==> config.mk <==
export PLATFORM = sky130hd
export DESIGN_NAME = coeff_token_scan
export DESIGN_NICKNAME = d
export VERILOG_FILES = /design/src/rtl/coeff_token_scan_pkg.sv /design/src/rtl/coeff_token_scan_classify.sv /design/src/rtl/coeff_token_scan.sv
export SDC_FILE = /design/constraint.sdc
export NUM_CORES = 1
export LEC_CHECK = 0
export CORE_MARGIN = 2
export CORE_UTILIZATION = 35
export DETAILED_ROUTE_END_ITERATION = 16
export GPL_TIMING_DRIVEN = 0
export MAX_ROUTING_LAYER = met4
export PLACE_DENSITY = 0.64
export SYNTH_ARGS = -nofsm -noshare
export SYNTH_HDL_FRONTEND = slang
export SYNTH_SLANG_ARGS = --single-unit
==> constraint.sdc <==
create_clock -name clk -period 2.6 [get_ports clk]
set_clock_uncertainty 0.1 [all_clocks]
set_input_delay 0.26 -clock clk [delete_from_list [all_inputs] [get_ports clk]]
set_output_delay 0.26 -clock clk [all_outputs]
set_load 0.02 [all_outputs]
==> src/rtl/coeff_token_scan_pkg.sv <==
// Shared CAVLC definitions: FSM state type, block-length constants and the
// field widths of the coeff_token lookup address {T1s, NZQs}.
package cavlcPkg;

  typedef logic [1:0] state_t;

  localparam state_t ST_IDLE = 2'd0;
  localparam state_t ST_SCAN = 2'd1;
  localparam state_t ST_DONE = 2'd2;

  localparam int unsigned BLK_LEN_FULL = 16;
  localparam int unsigned BLK_LEN_AC   = 15;

  localparam logic [3:0] LAST_IDX_FULL = 4'(BLK_LEN_FULL - 1);
  localparam logic [3:0] LAST_IDX_AC   = 4'(BLK_LEN_AC - 1);

  localparam int unsigned T1_W   = 2;
  localparam int unsigned TC_W   = 5;
  localparam int unsigned ADDR_W = T1_W + TC_W;

endpackage

==> src/rtl/coeff_token_scan_classify.sv <==
// coeffClassify: purely combinational classification of one signed
// coefficient. isOne matches exactly +1 or -1 (no abs), so the most
// negative value is never mistaken for a one.
module coeffClassify #(
  parameter int cWIDTH = 16
) (
  input  logic [cWIDTH-1:0] coeffIn,
  output logic              isNonZero,
  output logic              isOne,
  output logic              sign
);

  localparam logic [cWIDTH-1:0] POS_ONE = cWIDTH'(1);
  localparam logic [cWIDTH-1:0] NEG_ONE = '1;

  // Classify the coefficient by exact bit-pattern comparison.
  always_comb begin
    isNonZero = (coeffIn != '0);
    isOne     = (coeffIn == POS_ONE) || (coeffIn == NEG_ONE);
    sign      = coeffIn[cWIDTH-1];
  end

endmodule

==> src/rtl/coeff_token_scan.sv <==
// coeff_token_scan: accumulates one zig-zag-ordered block of quantised
// coefficients and produces the CAVLC coeff_token address, trailing-one
// signs and total_zeros. Optional macro CAVLC_AC_BLOCK_EN adds input
// isAcBlk selecting a 15-coefficient block.
module coeff_token_scan
  import cavlcPkg::*;
#(
  parameter int cWIDTH = 16,
  parameter int aWIDTH = 7
) (
  input  logic              clk,
  input  logic              rst_n,
`ifdef CAVLC_AC_BLOCK_EN
  input  logic              isAcBlk,
`endif
  input  logic [cWIDTH-1:0] coeffIn,
  input  logic              inValid,
  output logic              inReady,
  output logic [aWIDTH-1:0] coeffTokenAddr,
  output logic [2:0]        t1Signs,
  output logic [3:0]        totalZeros,
  output logic              outValid,
  input  logic              outReady
);

  state_t            r_state;
  logic [3:0]        r_idx;
  logic [TC_W-1:0]   r_tc;
  logic [T1_W-1:0]   r_t1;
  logic [2:0]        r_signs;
  logic [3:0]        r_lastNz;

  logic [aWIDTH-1:0] r_addr;
  logic [2:0]        r_t1Signs;
  logic [3:0]        r_tz;
  logic              r_outValid;

  logic              w_nz;
  logic              w_one;
  logic              w_sign;
  logic              w_accept;
  logic              w_last;
  logic [3:0]        w_lastIdx;
  logic [TC_W-1:0]   w_tc_nxt;
  logic [T1_W-1:0]   w_t1_nxt;
  logic [2:0]        w_signs_nxt;
  logic [3:0]        w_lastNz_nxt;
  logic [4:0]        w_tzFull;

  coeffClassify #(.cWIDTH(cWIDTH)) u_classify (
    .coeffIn   (coeffIn),
    .isNonZero (w_nz),
    .isOne     (w_one),
    .sign      (w_sign)
  );

`ifdef CAVLC_AC_BLOCK_EN
  logic r_isAc;
  logic w_isAc;

  // isAcBlk is taken live with index 0, and from the register afterwards.
  always_comb begin
    w_isAc    = (r_state == ST_IDLE) ? isAcBlk : r_isAc;
    w_lastIdx = w_isAc ? LAST_IDX_AC : LAST_IDX_FULL;
  end

  // Hold the block type for the remainder of the block.
  always_ff @(posedge clk or negedge rst_n) begin
    if (!rst_n)                                   r_isAc <= 1'b0;
    else if (w_accept && (r_state == ST_IDLE))    r_isAc <= isAcBlk;
  end
`else
  assign w_lastIdx = LAST_IDX_FULL;
`endif

  assign inReady  = (r_state != ST_DONE);
  assign w_accept = inValid && inReady;
  assign w_last   = w_accept && (r_idx == w_lastIdx);

  // Accumulator values after absorbing the current coefficient.
  always_comb begin
    w_tc_nxt     = r_tc;
    w_t1_nxt     = r_t1;
    w_signs_nxt  = r_signs;
    w_lastNz_nxt = r_lastNz;
    if (w_nz) begin
      w_tc_nxt     = r_tc + TC_W'(1);
      w_lastNz_nxt = r_idx;
      if (w_one) begin
        w_t1_nxt    = (r_t1 == 2'd3) ? 2'd3 : r_t1 + 2'd1;
        w_signs_nxt = {r_signs[1:0], w_sign};
      end else begin
        w_t1_nxt    = '0;
        w_signs_nxt = '0;
      end
    end
    w_tzFull = (w_tc_nxt == '0) ? '0
             : ({1'b0, w_lastNz_nxt} + 5'd1 - w_tc_nxt);
  end

  // Block FSM and per-block accumulators; accumulators clear on leaving DONE.
  always_ff @(posedge clk or negedge rst_n) begin
    if (!rst_n) begin
      r_state  <= ST_IDLE;
      r_idx    <= '0;
      r_tc     <= '0;
      r_t1     <= '0;
      r_signs  <= '0;
      r_lastNz <= '0;
    end else begin
      if (w_accept) begin
        r_idx    <= r_idx + 4'd1;
        r_tc     <= w_tc_nxt;
        r_t1     <= w_t1_nxt;
        r_signs  <= w_signs_nxt;
        r_lastNz <= w_lastNz_nxt;
      end
      case (r_state)
        ST_IDLE: if (w_accept) r_state <= ST_SCAN;
        ST_SCAN: if (w_last)   r_state <= ST_DONE;
        ST_DONE: begin
          if (r_outValid && outReady) begin
            r_state  <= ST_IDLE;
            r_idx    <= '0;
            r_tc     <= '0;
            r_t1     <= '0;
            r_signs  <= '0;
            r_lastNz <= '0;
          end
        end
        default: r_state <= ST_IDLE;
      endcase
    end
  end

  // Result registers: captured with the last coefficient, held until taken.
  always_ff @(posedge clk or negedge rst_n) begin
    if (!rst_n) begin
      r_addr     <= '0;
      r_t1Signs  <= '0;
      r_tz       <= '0;
      r_outValid <= 1'b0;
    end else if (w_last) begin
      r_addr     <= aWIDTH'({w_t1_nxt, w_tc_nxt});
      r_t1Signs  <= w_signs_nxt;
      r_tz       <= w_tzFull[3:0];
      r_outValid <= 1'b1;
    end else if (r_outValid && outReady) begin
      r_outValid <= 1'b0;
    end
  end

  assign coeffTokenAddr = r_addr;
  assign t1Signs        = r_t1Signs;
  assign totalZeros     = r_tz;
  assign outValid       = r_outValid;

endmodule

==> results by group, run 1 <==
Outcome
  • Status: finished, violations left
  • Failing checks: negative setup slack

Synthesis
  • Post-synthesis sequential area ratio: a little under half
  • Mean post-synth cell area: approximately 9.2 µm²
  • Post-synth top area cell: dfrtp_1
  • Post-Syn Area: between 1500 and 2000 µm²
  • Synth Net Count: approximately 240
  • Synth warnings: 0
  • FFs w/ async S/R, synth: 100.0%
  • Synth top cells by count: nand2_1 (39), dfrtp_1 (35), nor2_1 (21)
  • Leading cell type by number of instances after synthesis: nand2_1
  • Yosys top cell area share: a little under half
  • Distinct cells, synth: 47
  • Yosys reg bits: 35
  • Area contributors post-synth: dfrtp_1 (45%), nand2_1 (7.6%), nor2_1 (4.1%)
  • Number of flops mapped to enable cells by yosys: 0
  • Top_reg_cell synth: dfrtp_1
  • Synthesized instance count: 210

Global route
  • Largest net degree at the start of global routing: 36
  • First-pass GRT wire length: a little over 8 mm
  • Initial antenna violation count: 0
  • Vias in the first global route: 1756
  • Total gr overflow: 0
  • GRT Util Overall: ~18%

CTS
  • Skew-Pair Late Insertion Delay: between 0.2 and 0.3 ns
  • TritonCTS clock tree: done
  • Clock transition at the registers of the reported paths: roughly 0.060 ns
  • TritonCTS sink count: 35
  • H-tree levels: 2
  • Cts bufs inserted: 5
  • CTS max path bufs: 2
  • Clk root buf: clkbuf_8

Finish
  • Final Util: around 49%
  • Non-filler cells in the finished layout: around 340
  • Fill cell count: 535
  • ANT cells: 0
  • Fraction of layout cells with a size suffix above 1: about 16%
  • Area Overhead vs Synth: 36.40%
  • Final nets: 290

Place
  • Placed insts: 317
  • Routability cong.: about 0.9
  • Pre-CTS setup slack: -1.320 ns
  • Port Buffer Count: 35
  • Dpl hpwl: between 3 and 4 mm

Detailed routing
  • DR WL/cell: about 14 µm
  • Vias/cell: a little over 5
  • # DRC: 0
  • DRT iter0 DRCs: 114
  • Final wirelength: approximately 4.7 mm
  • Final ANT Viol Nets: 0
  • DR vias: approximately 1700
  • DRT Pass-1 Iters: 6

Power and ir drop
  • Pleak: about 1.1 nW
  • Peak supply drop: between 0.3 and 0.4 mV
  • Power consumption: 0.002297 W
  • Pwr Density: ~870 nW/µm²

Worst setup path
  • CP startpoint kind: primary input
  • Reg2reg path depth: 10
  • R2R Path Start: r_tc[0]
  • Crit end category: flip-flop
  • Critical Path AT: ~3.2 ns
  • Worst Path Max Fanout: 3
  • RR Endpoint: totalZeros[3]
  • Crit path required time: between 2 and 3 ns
  • Worst R2R Setup Slack: -0.10 ns
  • Setup CP Type: primary input to flip-flop

Floorplan
  • Die W: 78.22 µm
  • Starting Density: a little over a third
  • Num rows: 27
  • Io pins: 36
  • Die ar.: 6118 µm²
  • Height of the die: 78.22 µm
  • Core Footprint: 5405 µm²

Timing
  • Worst slew pin tran: between 0.7 and 0.8 ns
  • Final setup viols: 2
  • Final Hold Viols: 0
  • Tmin final: between 3 and 4 ns
  • Rel. slew slack: a little under half
  • Fin crit share: 118.0%
  • Max-slew violation count: 0
  • RSZ-0062 raised after global routing: yes
  • Fin worst setup slack: -0.4675 ns
  • FMAX: 326.0 MHz
  • Total Neg Setup Slack: -0.5852 ns

Min path
  • Hold depth: 1
  • Worst hold path class: flip-flop to flip-flop
  • Hold path endpoint: r_state[0]
  • Hold_sp: r_state[1]

Job
  • Max Cap Violations: 0
[critical path, stage by stage]
cell,delay [ns]
buf_6,0.09
or3_4,0.37
or4_4,0.45
nor2_4,0.12
buf_8,0.12
mux2_4,0.31
ha_4,0.28
inv_4,0.03
ha_4,0.14
fa_2,0.35
xor2_2,0.19
a21o_1,0.17
a21bo_2,0.21
o211ai_1,0.07
[registers in the layout (all words and copies together) (netlist names)]
register        cells
r_t1                2
totalZeros          4
coeffTokenAddr      7
r_idx               4
r_state             2
r_signs             3
outValid            1
r_tc                5
r_lastNz            4
t1Signs             3
[cell usage in the layout, fill, tap and decap left out, types with 2 or more instances in the layout]
| cell | n |
|---|---|
| o21ai_1 | 4 |
| xor2_1 | 4 |
| clkbuf_1 | 6 |
| buf_6 | 2 |
| nand3_1 | 6 |
| nor3_1 | 2 |
| nand2_1 | 38 |
| ha_4 | 2 |
| o21ai_0 | 7 |
| dlygate4sd2_1 | 7 |
| nor4_1 | 2 |
| mux2i_1 | 3 |
| buf_4 | 10 |
| a22o_1 | 3 |
| nor4_4 | 2 |
| a21o_1 | 3 |
| buf_2 | 4 |
| clkdlybuf4s50_1 | 24 |
| xnor2_1 | 5 |
| a22oi_1 | 3 |
| ha_1 | 4 |
| a31oi_1 | 3 |
| and2_1 | 2 |
| clkbuf_8 | 7 |
| a21oi_1 | 11 |
| nor2_1 | 21 |
| dfrtp_1 | 35 |
| inv_1 | 4 |
| nand4_1 | 7 |
| o31ai_1 | 2 |
| a211oi_1 | 4 |
[timing repair]
item / in CTS / in global routing
buffers inserted: 8 / 2
hold endpoints to repair: 35 / 0
gates resized for setup: 27 / 3
pin swaps: 9 / 1
setup endpoints to repair: 3 / 2
hold buffers: 1 / 0
[cell families after synthesis]
family | count (synthesis) | synth area share [%]
flip-flops | 35 | 45.43
AO/OA/AOI/OAI | 48 | 16.42
multiplexers | 5 | 2.855
adder cells (fa/ha/maj) | 7 | 4.932
XOR/XNOR | 10 | 4.542
AND/OR/NAND/NOR | 89 | 21.93
buffers and inverters | 16 | 3.893
[area by class of cell]
cell class / count / area, µm² / area share [%]
Buffer: 11 / 60.06 / 2.284
Clock buffer: 8 / 100.1 / 3.806
Inverter: 5 / 21.27 / 0.8088
Multi-Input combinational cell: 159 / 1051 / 39.96
Sequential cell: 35 / 875.8 / 33.30
Tap cell: 72 / 90.09 / 3.425
Timing Repair Buffer: 46 / 431.7 / 16.41
[worst max-delay path by stage]
stage                     cells after the start        from            end
after global routing                         14  coeffIn[5]  totalZeros[3]
after floorplan                              13  coeffIn[7]  totalZeros[3]
after global placement                       14  coeffIn[7]  totalZeros[3]
after detailed placement                     14  coeffIn[7]  totalZeros[3]
final                                        14  coeffIn[5]  totalZeros[3]
after CTS                                    14  coeffIn[5]  totalZeros[3]
[power by group]
group | leakage (nW) | total (W) | internal [W] | switching [W]
logic | 0.608 | 0.00103 | 0.000496 | 0.000535
clock network | 0.0515 | 0.000433 | 0.000242 | 0.000192
registers | 0.449 | 0.000833 | 0.000704 | 0.000129
[per-layer routing]
metal | wire [µm] | global-route usage, % | share of wire [%]
met4 | 76 | 7.018 | 1.6
met1 | 2155 | 20.61 | 46
met2 | 2343 | 30.26 | 50
met3 | 136 | 3.448 | 2.9
met5 | 0 | - | 0
[metrics by stage]
stage / hold slack, ns / cell area, µm²
after global routing: 0.3923 / 2630
after global placement: 0.3547 / 2396
after CTS: 0.3647 / 2597
after detailed placement: 0.2979 / 2391
final: 0.3676 / 2630
after floorplan: -0.1356 / 1956
No activity file was read; power rests on OpenSTA's default activity.
==> inputs of run 2 (changes only) <==
--- a/config.mk
+++ b/config.mk
@@ -6,11 +6,11 @@
 export NUM_CORES = 1
 export LEC_CHECK = 0
 export CORE_MARGIN = 2
-export CORE_UTILIZATION = 35
+export CORE_UTILIZATION = 43
 export DETAILED_ROUTE_END_ITERATION = 16
 export GPL_TIMING_DRIVEN = 0
 export MAX_ROUTING_LAYER = met4
-export PLACE_DENSITY = 0.64
+export PLACE_DENSITY = 0.75
 export SYNTH_ARGS = -nofsm -noshare
 export SYNTH_HDL_FRONTEND = slang
 export SYNTH_SLANG_ARGS = --single-unit
==> results by group, run 2 (same netlist as run 1, synthesis figures left out) <==
Outcome
  • Status: finished, violations left
  • Failing checks: negative setup slack

CTS
  • TritonCTS clock tree: done
  • TritonCTS sink count: 35
  • H-tree levels: 2
  • Cts bufs inserted: 5
  • Clock transition at the registers of the reported paths: around 0.07 ns
  • Skew-Pair Late Insertion Delay: roughly 0.28 ns
  • Clk root buf: clkbuf_8
  • CTS max path bufs: 2

Finish
  • Fraction of layout cells with a size suffix above 1: approximately 17%
  • Final nets: between 200 and 300
  • Final Util: approximately three fifths
  • ANT cells: 0
  • Commonest non-fill, non-tap cells in the layout: nand2_1 (38), dfrtp_1 (35), clkdlybuf4s50_1 (23)
  • Final Cell Area: roughly 2600 µm²
  • Most common cell after layout, fill and taps aside: nand2_1
  • Area Overhead vs Synth: 35.89%
  • Max reg flops: 7

Timing
  • Max-slew violation count: 0
  • Worst slew pin tran: ~0.78 ns
  • Fin worst setup slack: -0.4769 ns
  • Fin crit share: 118.3%
  • FMAX: 325.0 MHz
  • Final setup viols: 2
  • Final Hold Viols: 0
  • Tmin final: 3.077 ns
  • Rel. slew slack: approximately 48%
  • Worst hold slack: about 0.29 ns
  • RSZ-0062 raised after global routing: yes
  • Total Neg Setup Slack: -0.6174 ns

Detailed routing
  • DRT Pass-1 Iters: 4
  • Final ANT Viol Nets: 0
  • DRT iter0 DRCs: about 140
  • DR WL/cell: approximately 15 µm
  • DR vias: 1747
  • Vias/cell: ~5.5
  • # DRC: 0
  • Final wirelength: ~4.8 mm

Global route
  • GRT Util Overall: between 20% and 30%
  • Initial antenna violation count: 0
  • First-pass GRT wire length: between 8 and 9 mm
  • Total gr overflow: 0
  • Largest net degree at the start of global routing: 36
  • Vias in the first global route: ~1800

Worst setup path
  • Worst Path Max Fanout: 2
  • Worst R2R Setup Slack: -0.10 ns
  • CP startpoint kind: primary input
  • Crit path required time: ~2.7 ns
  • Setup CP Type: primary input to flip-flop
  • Critical Path AT: 3.18 ns
  • Crit end category: flip-flop

Floorplan
  • Io pins: 36
  • Num rows: 24
  • Height of the die: approximately 71 µm
  • Core Footprint: 4324 µm²
  • Starting Density: about 45%
  • Die W: 70.96 µm
  • Die ar.: about 5000 µm²

Power and ir drop
  • P_int: ~0.0014 W
  • Clock Power Share: between 10% and 20%
  • Net load switching power: about 0.00085 W
  • Switching share of power: between 30% and 40%
  • Pwr Density: slightly below 900 nW/µm²
  • Sequential share of power: 36.5%
  • Share of power burned in combinational logic: 44.8%
  • Pleak: 1.138 nW
  • Peak supply drop: between 0.3 and 0.4 mV

Place
  • Dpl cell area: 2366 µm²
  • Pre-CTS setup slack: -1.282 ns
  • Port Buffer Count: 35
  • Dpl hpwl: around 3.3 mm
  • Routability cong.: roughly 0.8

Min path
  • Worst hold path class: primary input to flip-flop

Job
  • Max Cap Violations: 0
run 2: worst paths after layout:
| kind | to | cells after the start | from |
|---|---|---|---|
| setup reg to reg | totalZeros[3] | 10 | r_tc[0] |
| min in group asynchronous | t1Signs[0] | 2 | rst_n |
| hold reg to reg | r_state[0] | 1 | r_state[1] |
| setup / recovery | totalZeros[3] | 14 | coeffIn[4] |
| hold / removal | t1Signs[0] | 3 | coeffIn[15] |
| max in group asynchronous | coeffTokenAddr[5] | 2 | rst_n |
run 2: repair_timing:
item	in CTS	in global routing
hold endpoints to repair	35	0
resized for setup	26	6
setup endpoints to repair	3	2
hold buffers	1	0
setup buffers	9	2
pin swaps	10	2
run 2: critical path, stage by stage:
cell and delay [ns]:
buf_6 0.09, or3_4 0.37, or4_4 0.46, nor2_4 0.13
buf_8 0.12, mux2_4 0.31, ha_4 0.26, inv_2 0.04
ha_4 0.15, fa_2 0.35, xor2_2 0.19, a21o_1 0.17
a21bo_2 0.21, o211ai_1 0.07
run 2: power by group through the flow:
stage	clock network, W	logic [W]	registers, W
3_3_place_gp	0	0.000942	0.000826
3_5_place_dp	0	0.000958	0.000833
5_1_grt	0.000457	0.00115	0.000855
6_report	0.000427	0.00102	0.000833
4_1_cts	0.000438	0.00102	0.000830
2_1_floorplan	0	0.000609	0.000883
run 2: cell type report:
| class | instances | area, µm² |
|---|---|---|
| inverters | 5 | 18.77 |
| plain buffers | 11 | 60.06 |
| flip-flops and latches | 35 | 875.8 |
| clock buffers | 8 | 100.1 |
| fillers | 383 | 1704 |
| multi-input cells | 159 | 1059 |
| well taps | 52 | 65.06 |
| repair buffers | 47 | 441.7 |
run 2: through the flow:
| stage | power [W] | cells |
|---|---|---|
| floorplan | 0.001492 | 210 |
| global placement | 0.001767 | 297 |
| detailed placement | 0.001791 | 297 |
| CTS | 0.002284 | 315 |
| global route | 0.002463 | 317 |
| finish | 0.002284 | 317 |
run 2: routing by layer:
| layer | global-route usage (%) | vias up | part of all wire (%) |
|---|---|---|---|
| met3 | 6.125 | 19 | 4.4 |
| li1 | - | 852 | - |
| met1 | 24.32 | 828 | 43 |
| met5 | - | - | 0 |
| met2 | 36.03 | 48 | 50 |
| met4 | 8.805 | 0 | 3.2 |
